<file path="src/rtl/npc_defs.sv">
// ============================================================================
// Module   : npc_defs
// Brief    : Shared constants and fetch FSM encoding for the fetch front end.
// Revision : 1.0
// ============================================================================
`default_nettype none

package npc_defs;

    localparam int unsigned     DEF_XLEN     = 32;
    localparam logic [31:0]     DEF_RESET_PC = 32'h8000_0000;
    localparam int unsigned     INSTR_BYTES  = 4;

    localparam logic [1:0]      S_REQ        = 2'd0;
    localparam logic [1:0]      S_WAIT       = 2'd1;
    localparam logic [1:0]      S_HOLD       = 2'd2;

endpackage

`default_nettype wire

</file>
<file path="src/rtl/ifu_fetch.sv">
// ============================================================================
// Module   : ifu_fetch
// Brief    : Instruction fetch unit; owns the PC, requests words from imem and
//            hands them to decode. Optional trace output under IFU_TRACE_EN.
// Revision : 1.0
// ============================================================================
`default_nettype none

module ifu_fetch
    import npc_defs::*;
#(
    parameter int unsigned      XLEN     = DEF_XLEN,
    parameter logic [XLEN-1:0]  RESET_PC = XLEN'(DEF_RESET_PC)
) (
    input  logic                clk,
    input  logic                rst,
    output logic                imem_req_valid,
    input  logic                imem_req_ready,
    output logic [XLEN-1:0]     imem_req_addr,
    input  logic                imem_rsp_valid,
    input  logic [XLEN-1:0]     imem_rsp_data,
    output logic                out_valid,
    input  logic                out_ready,
    output logic [XLEN-1:0]     out_instr,
    output logic [XLEN-1:0]     out_pc,
    input  logic                redirect_valid,
    input  logic [XLEN-1:0]     redirect_pc
);

    logic [1:0]         state_q, state_d;
    logic [XLEN-1:0]    pc_q, pc_d;
    logic               kill_q, kill_d;
    logic               req_valid_q, req_valid_d;
    logic               out_valid_q, out_valid_d;
    logic [XLEN-1:0]    out_instr_q, out_instr_d;
    logic [XLEN-1:0]    out_pc_q, out_pc_d;
    logic               w_req_fire;
    logic [XLEN-1:0]    w_redirect_target;

    assign w_req_fire        = req_valid_q & imem_req_ready;
    assign w_redirect_target = redirect_pc & ~(XLEN'(INSTR_BYTES - 1));

    always_comb begin
        state_d     = state_q;
        pc_d        = pc_q;
        kill_d      = kill_q;
        out_valid_d = out_valid_q;
        out_instr_d = out_instr_q;
        out_pc_d    = out_pc_q;

        case (state_q)
            S_REQ: begin
                if (w_req_fire) begin
                    state_d = S_WAIT;
                    // The accepted request's response must be discarded.
                    if (redirect_valid) kill_d = 1'b1;
                end
            end
            S_WAIT: begin
                if (imem_rsp_valid) begin
                    if (kill_q || redirect_valid) begin
                        kill_d  = 1'b0;
                        state_d = S_REQ;
                    end else begin
                        out_instr_d = imem_rsp_data;
                        out_pc_d    = pc_q;
                        out_valid_d = 1'b1;
                        state_d     = S_HOLD;
                    end
                end else if (redirect_valid) begin
                    kill_d = 1'b1;
                end
            end
            S_HOLD: begin
                if (redirect_valid || out_ready) begin
                    out_valid_d = 1'b0;
                    state_d     = S_REQ;
                    if (!redirect_valid) pc_d = pc_q + XLEN'(INSTR_BYTES);
                end
            end
            default: state_d = S_REQ;
        endcase

        if (redirect_valid) pc_d = w_redirect_target;

        req_valid_d = (state_d == S_REQ);
    end

    always_ff @(posedge clk) begin
        if (rst) begin
            state_q     <= S_REQ;
            pc_q        <= RESET_PC;
            kill_q      <= 1'b0;
            req_valid_q <= 1'b0;
            out_valid_q <= 1'b0;
            out_instr_q <= '0;
            out_pc_q    <= '0;
        end else begin
            state_q     <= state_d;
            pc_q        <= pc_d;
            kill_q      <= kill_d;
            req_valid_q <= req_valid_d;
            out_valid_q <= out_valid_d;
            out_instr_q <= out_instr_d;
            out_pc_q    <= out_pc_d;
        end
    end

    assign imem_req_valid = req_valid_q;
    assign imem_req_addr  = pc_q;
    assign out_valid      = out_valid_q;
    assign out_instr      = out_instr_q;
    assign out_pc         = out_pc_q;

`ifndef SYNTHESIS
    // Memory may only answer while a request is outstanding.
    always @(posedge clk) begin
        if (!rst && imem_rsp_valid) begin
            assert (state_q == S_WAIT);
        end
    end
`endif

`ifdef IFU_TRACE_EN
    always @(posedge clk) begin
        if (!rst) begin
            if (out_valid_q && out_ready)
                $display("ifu_fetch: issue pc=%h instr=%h", out_pc_q, out_instr_q);
            if (redirect_valid)
                $display("ifu_fetch: redirect pc %h -> %h", pc_q, w_redirect_target);
        end
    end
`endif

endmodule

`default_nettype wire

</file>
<file path="config.mk">
export PLATFORM = sky130hd
export DESIGN_NAME = ifu_fetch
export DESIGN_NICKNAME = d
export VERILOG_FILES = /design/src/rtl/npc_defs.sv /design/src/rtl/ifu_fetch.sv
export SDC_FILE = /design/constraint.sdc
export NUM_CORES = 1
export LEC_CHECK = 0
export CAP_MARGIN = 40
export CORE_ASPECT_RATIO = 0.6
export CORE_UTILIZATION = 39
export CTS_CLUSTER_SIZE = 25
export DETAILED_ROUTE_END_ITERATION = 7
export PLACE_DENSITY = 0.76
export SYNTH_ARGS = -nofsm -noshare
export SYNTH_HDL_FRONTEND = slang
export SYNTH_SLANG_ARGS = --single-unit
export TNS_END_PERCENT = 30
</file>
<file path="constraint.sdc">
create_clock -name clk -period 2.2 [get_ports clk]
set_clock_uncertainty 0.2 [all_clocks]
set_input_delay 0.33 -clock clk [delete_from_list [all_inputs] [get_ports clk]]
set_output_delay 0.33 -clock clk [all_outputs]
set_load 0.01 [all_outputs]
</file>
* After elaboration in Yosys (flattened, before gate mapping)
Cells that the tools add are included.
** Storage, ports and cells
- Flip-flop bits (word level) :: 101
** Operators by class
- Add/subtract/negate cells :: 1
- Eq/ne operators :: 7
- Muxes and demuxes :: 17
- Bitwise gates (word level) :: 2
- Reduce and logical (&&, ||, !) cells :: 14
** Operators by type and width (count)
- $mux 32 :: 3
- $add 32x3->32 const B :: 1
- $mux 2 :: 4
- $ne 2x2->1 const B :: 4
- $reduce_bool 2->1 :: 4
- $mux 1 :: 7
- $pmux 2 s3 :: 1
- $reduce_and 3->1 :: 2
- $logic_not 2->1 :: 2
- $pmux 1 s2 :: 2
- $reduce_and 2->1 :: 2
- $reduce_and 4->1 :: 1
- $ne 3x3->1 const B :: 1
- $eq 2x1->1 const B :: 1
- $eq 2x2->1 const B :: 1
- $logic_or 1x1->1 :: 2
- $reduce_or 2->1 :: 1
- $and 1x1->1 :: 1
- $not 1->1 :: 1

* Logic depth before layout (Yosys ltp)
- Depth after elaboration :: 5
- Depth in mapped cells :: 6
- Gate-level depth less buffers :: 5

* Worst setup path before layout
OpenSTA, ideal clock, no wires.
- Path kind :: register to register
- Start :: reg pc_q[14] (netlist: imem_req_addr[14])
- End :: reg pc_q[23] (netlist: imem_req_addr[23])
- Arrival :: 1948 ps
- Data required time :: 1909 ps
- Setup slack :: -39 ps
- Cell stages (with the launch flop) :: 6
- Cells stage by stage :: dfxtp_1 > clkbuf_1 > nand4_1 > or4_4 > or4_1 > a311oi_1
** On the way
- Longest elaborated chain between the ends :: 4
** RTL lines
- from (decl) :: line ifu_fetch.sv:31 : logic [XLEN-1:0] pc_q, pc_d;
- from (signal assigned) :: line ifu_fetch.sv:100 : pc_q <= pc_d;
- $add 32x3->32 :: line ifu_fetch.sv:78 : if (!redirect_valid) pc_d = pc_q + XLEN'(INSTR_BYTES);
- $mux 32 :: line ifu_fetch.sv:75 : if (redirect_valid || out_ready) begin
- $mux 32 :: line ifu_fetch.sv:51 : case (state_q)
- $mux 32 :: line ifu_fetch.sv:84 : if (redirect_valid) pc_d = w_redirect_target;
No other way between the ends. The select of a mux whose other input is x is not followed.
A chain may end at the register's enable or synchronous reset.

* Final worst setup path
- Start :: reg pc_q[2] (netlist: imem_req_addr[2])
- End :: reg pc_q[24] (netlist: imem_req_addr[24])
Same word-level chain as after synthesis.

==> key figures <==
Worst setup path
  – Reg-to-reg startpoint: imem_req_addr[2]
  – Crit start category: register
  – Worst Path Arrival: between 2000 and 2500 ps
  – RR Endpoint: imem_req_addr[24]
  – Critical Path Sink Type: register
  – R2R setup slack: 100 ps
  – CP required: 2270 ps
  – CP max FO: 2
  – Worst R2R Path Depth: 5
  – Crit Path Class: reg2reg

Min path
  – WHS Path Cells: 2
  – Worst Hold Class: in2reg
  – Endpoint, Worst Hold: out_pc[18]
  – Worst hold start: rst

CTS
  – CTS root buf: clkbuf_16
  – Worst-path clk slew: 70 ps
  – Num CTS Buffers: 9
  – # H-tree levels: 3
  – # hold bufs at CTS: 0
  – Post_cts resized: 0
  – Clk buf depth: 2
  – CTS tree: done
  – Post-CTS setup buffer count: 0
  – Worst skew pair latency: 350 ps
  – # clock sinks: 97

GRT
  – Largest net degree at the start of global routing: between 50 and 60
  – Initial antenna violation count: 0
  – Gr ovfl total: 0
  – Vias in the first global route: 4142
  – Total GRT Usage: 24.3%
  – First-pass GRT wire length: 20700 um

Timing
  – Fraction of the cycle the final worst path needs: 95.3%
  – Final Hold Viols: 0
  – Final setup violation count: 0
  – Hold_ws: between 150 and 200 ps
  – Final min period: ~2100 ps
  – Max frequency: 0.477 GHz
  – RSZ-0062 raised after global routing: false
  – Fin. max-slew vios: 0

Synthesis
  – Mapped cell area: 0.00423 mm^2
  – Synth cell count leaders: nand2_1, dfxtp_1, a21oi_1
  – Post-Synthesis Cells: 535
  – EDFF count, synth: 0
  – Synth async-reset ratio: 0%
  – Synth cell types: 47
  – Most used DFF post-synth: dfxtp_1
  – YS warnings: 0
  – Seq cells post-synth: 97
  – Top-count cell post-synth: nand2_1
  – Dominant cell type by area after synthesis: dfxtp_1
  – Sequential fraction of the synthesis area: 45.9%
  – Synth top area share: 45.9%
  – Synth Area per Inst: 7.91 um^2
  – Top cells by area in the synthesized netlist: dfxtp_1, nand2_1, a21oi_1

Floorplanning
  – Die ar.: 0.0113 mm^2
  – Initial Util: 40.1%
  – Die Y: approximately 83 um
  – Chip width: 136 um
  – Number of core rows: 29
  – Core area: 0.0106 mm^2
  – Boundary Pins: 168

Place
  – Hpwl dp: 9880 um
  – Area after DPL: between 0.006 and 0.007 mm^2
  – Gpl congestion: 0.868
  – Placed cell count: 847
  – Port Buf Inserts: roughly 160

Power
  – Pwr dens: about 600 mW/mm^2
  – Power Total: 3.94 mW
  – Lkg Pwr: 2.33 nW
  – Peak VDD IR: 0.000416 V

Drt
  – Detailed Route Iter0 Violations: approximately 320
  – Final WL: 13600 um
  – Drt drc: 0
  – Final ANT Viol Nets: 0
  – Via/cell ratio: 5.41
  – Post-DR wirelength/cell: 15.8 um
  – DRT Pass-1 Iters: 5
  – Vias: 4644

Finish
  – Final nets: just under 800
  – Share of cells above drive strength 1: about a tenth
  – Final core occ: 62.3%
  – Cell Count, Final, Fillers Out: approximately 860
  – Synth-to-layout area growth: 55.4%
  – Fin area: 0.00658 mm^2
  – Filler cells: 877
  – Antenna fix cells: 0

Status
  – Outcome: completed

Flow run
  – Max-cap violation count: 0
-- logic make-up after synthesis --
logic type,Yosys count,share of synthesized area (%)
AO/OA/AOI/OAI,123,18.3
XOR/XNOR,9,1.86
adder cells (fa/ha/maj),1,0.296
buffers and inverters,55,5.23
flip-flops,97,45.9
multiplexers,1,0.237
other,1,0.0886
AND/OR/NAND/NOR,248,28.1
-- power breakdown --
part           total [mW]  internal (mW)  switching (mW)  leakage, nW
registers            1.87           1.81          0.0562        0.791
clock network        1.54          0.888           0.648        0.133
logic               0.539          0.300           0.239         1.41
total                3.94           3.00           0.943         2.33
-- worst max-delay path: stages (launching register included) --
cell and delay [ps]:
dfxtp_1 340, ha_1 190, nand4_1 170, or4_1 480
or3_1 380, a311oi_2 250
-- flip-flops by register name, summed over array words and instances (netlist names) --
| register | flops |
|---|---|
| imem_req_addr | 30 |
| state_q | 2 |
| kill_q | 1 |
| imem_req_valid | 1 |
| out_instr | 32 |
| out_pc | 30 |
| out_valid | 1 |
-- cell usage in the layout (no fill, tap or decap), types with 2 or more instances in the layout --
cell type,n
clkdlybuf4s50_1,160
nand2_1,137
dfxtp_1,93
a21oi_1,70
buf_4,50
nor2_1,20
nor3_1,14
nand3_1,13
inv_1,12
a211oi_1,12
nand4_1,11
nor4_1,9
clkbuf_16,9
and3_1,8
and4_1,7
o21ai_0,6
a2111oi_0,6
a311o_1,5
xnor2_1,5
or3_1,5
and2_1,4
xor2_1,4
conb_1,4
dfxtp_2,4
nand3b_1,3
or4_1,3
a221oi_1,3
o31ai_1,3
nand2b_1,3
o211ai_1,3
buf_12,3
a211o_1,2
o2111a_1,2
a311oi_1,2
o211a_1,2
a31oi_1,2
a311oi_2,2
-- area by class of cell --
type	count	area, um^2	share of cell area [%]
well taps	139	174	2.64
inverters	12	45.0	0.685
repair buffers	213	2040	31.0
clock inverters	1	30.0	0.457
clock buffers	11	243	3.69
multi-input cells	386	2100	31.9
flip-flops and latches	97	1950	29.6
-- per-stage QoR --
stage | worst slack [ps] | setup TNS, ps
2_1_floorplan | -20.8 | -20.8
3_3_place_gp | -169 | -939
3_5_place_dp | -189 | -1630
4_1_cts | 51.5 | 0
5_1_grt | 30.6 | 0
6_report | 104 | 0
-- routing by layer --
metal	up-vias	global-route usage, %	part of all wire, %	routed length, um
met1	2158	31.3	44	6030
met4	0	8.11	1.7	227
met2	220	37.1	43	5860
met3	25	9.34	11	1460
li1	2241	-	-	-
met5	-	0	0	0
-- how the worst max path moves through the flow --
stage,from,end,slack (ps),cells past startpoint
6_report,imem_req_addr[2],imem_req_addr[24],100,5
3_3_place_gp,out_ready,imem_req_addr[24],-170,5
5_1_grt,imem_req_addr[8],imem_req_addr[23],30,4
4_1_cts,imem_req_addr[8],imem_req_addr[23],50,4
3_5_place_dp,out_ready,imem_req_addr[15],-190,7
2_1_floorplan,imem_req_addr[2],imem_req_addr[24],-20,5
No activity file was read; power rests on OpenSTA's default activity.
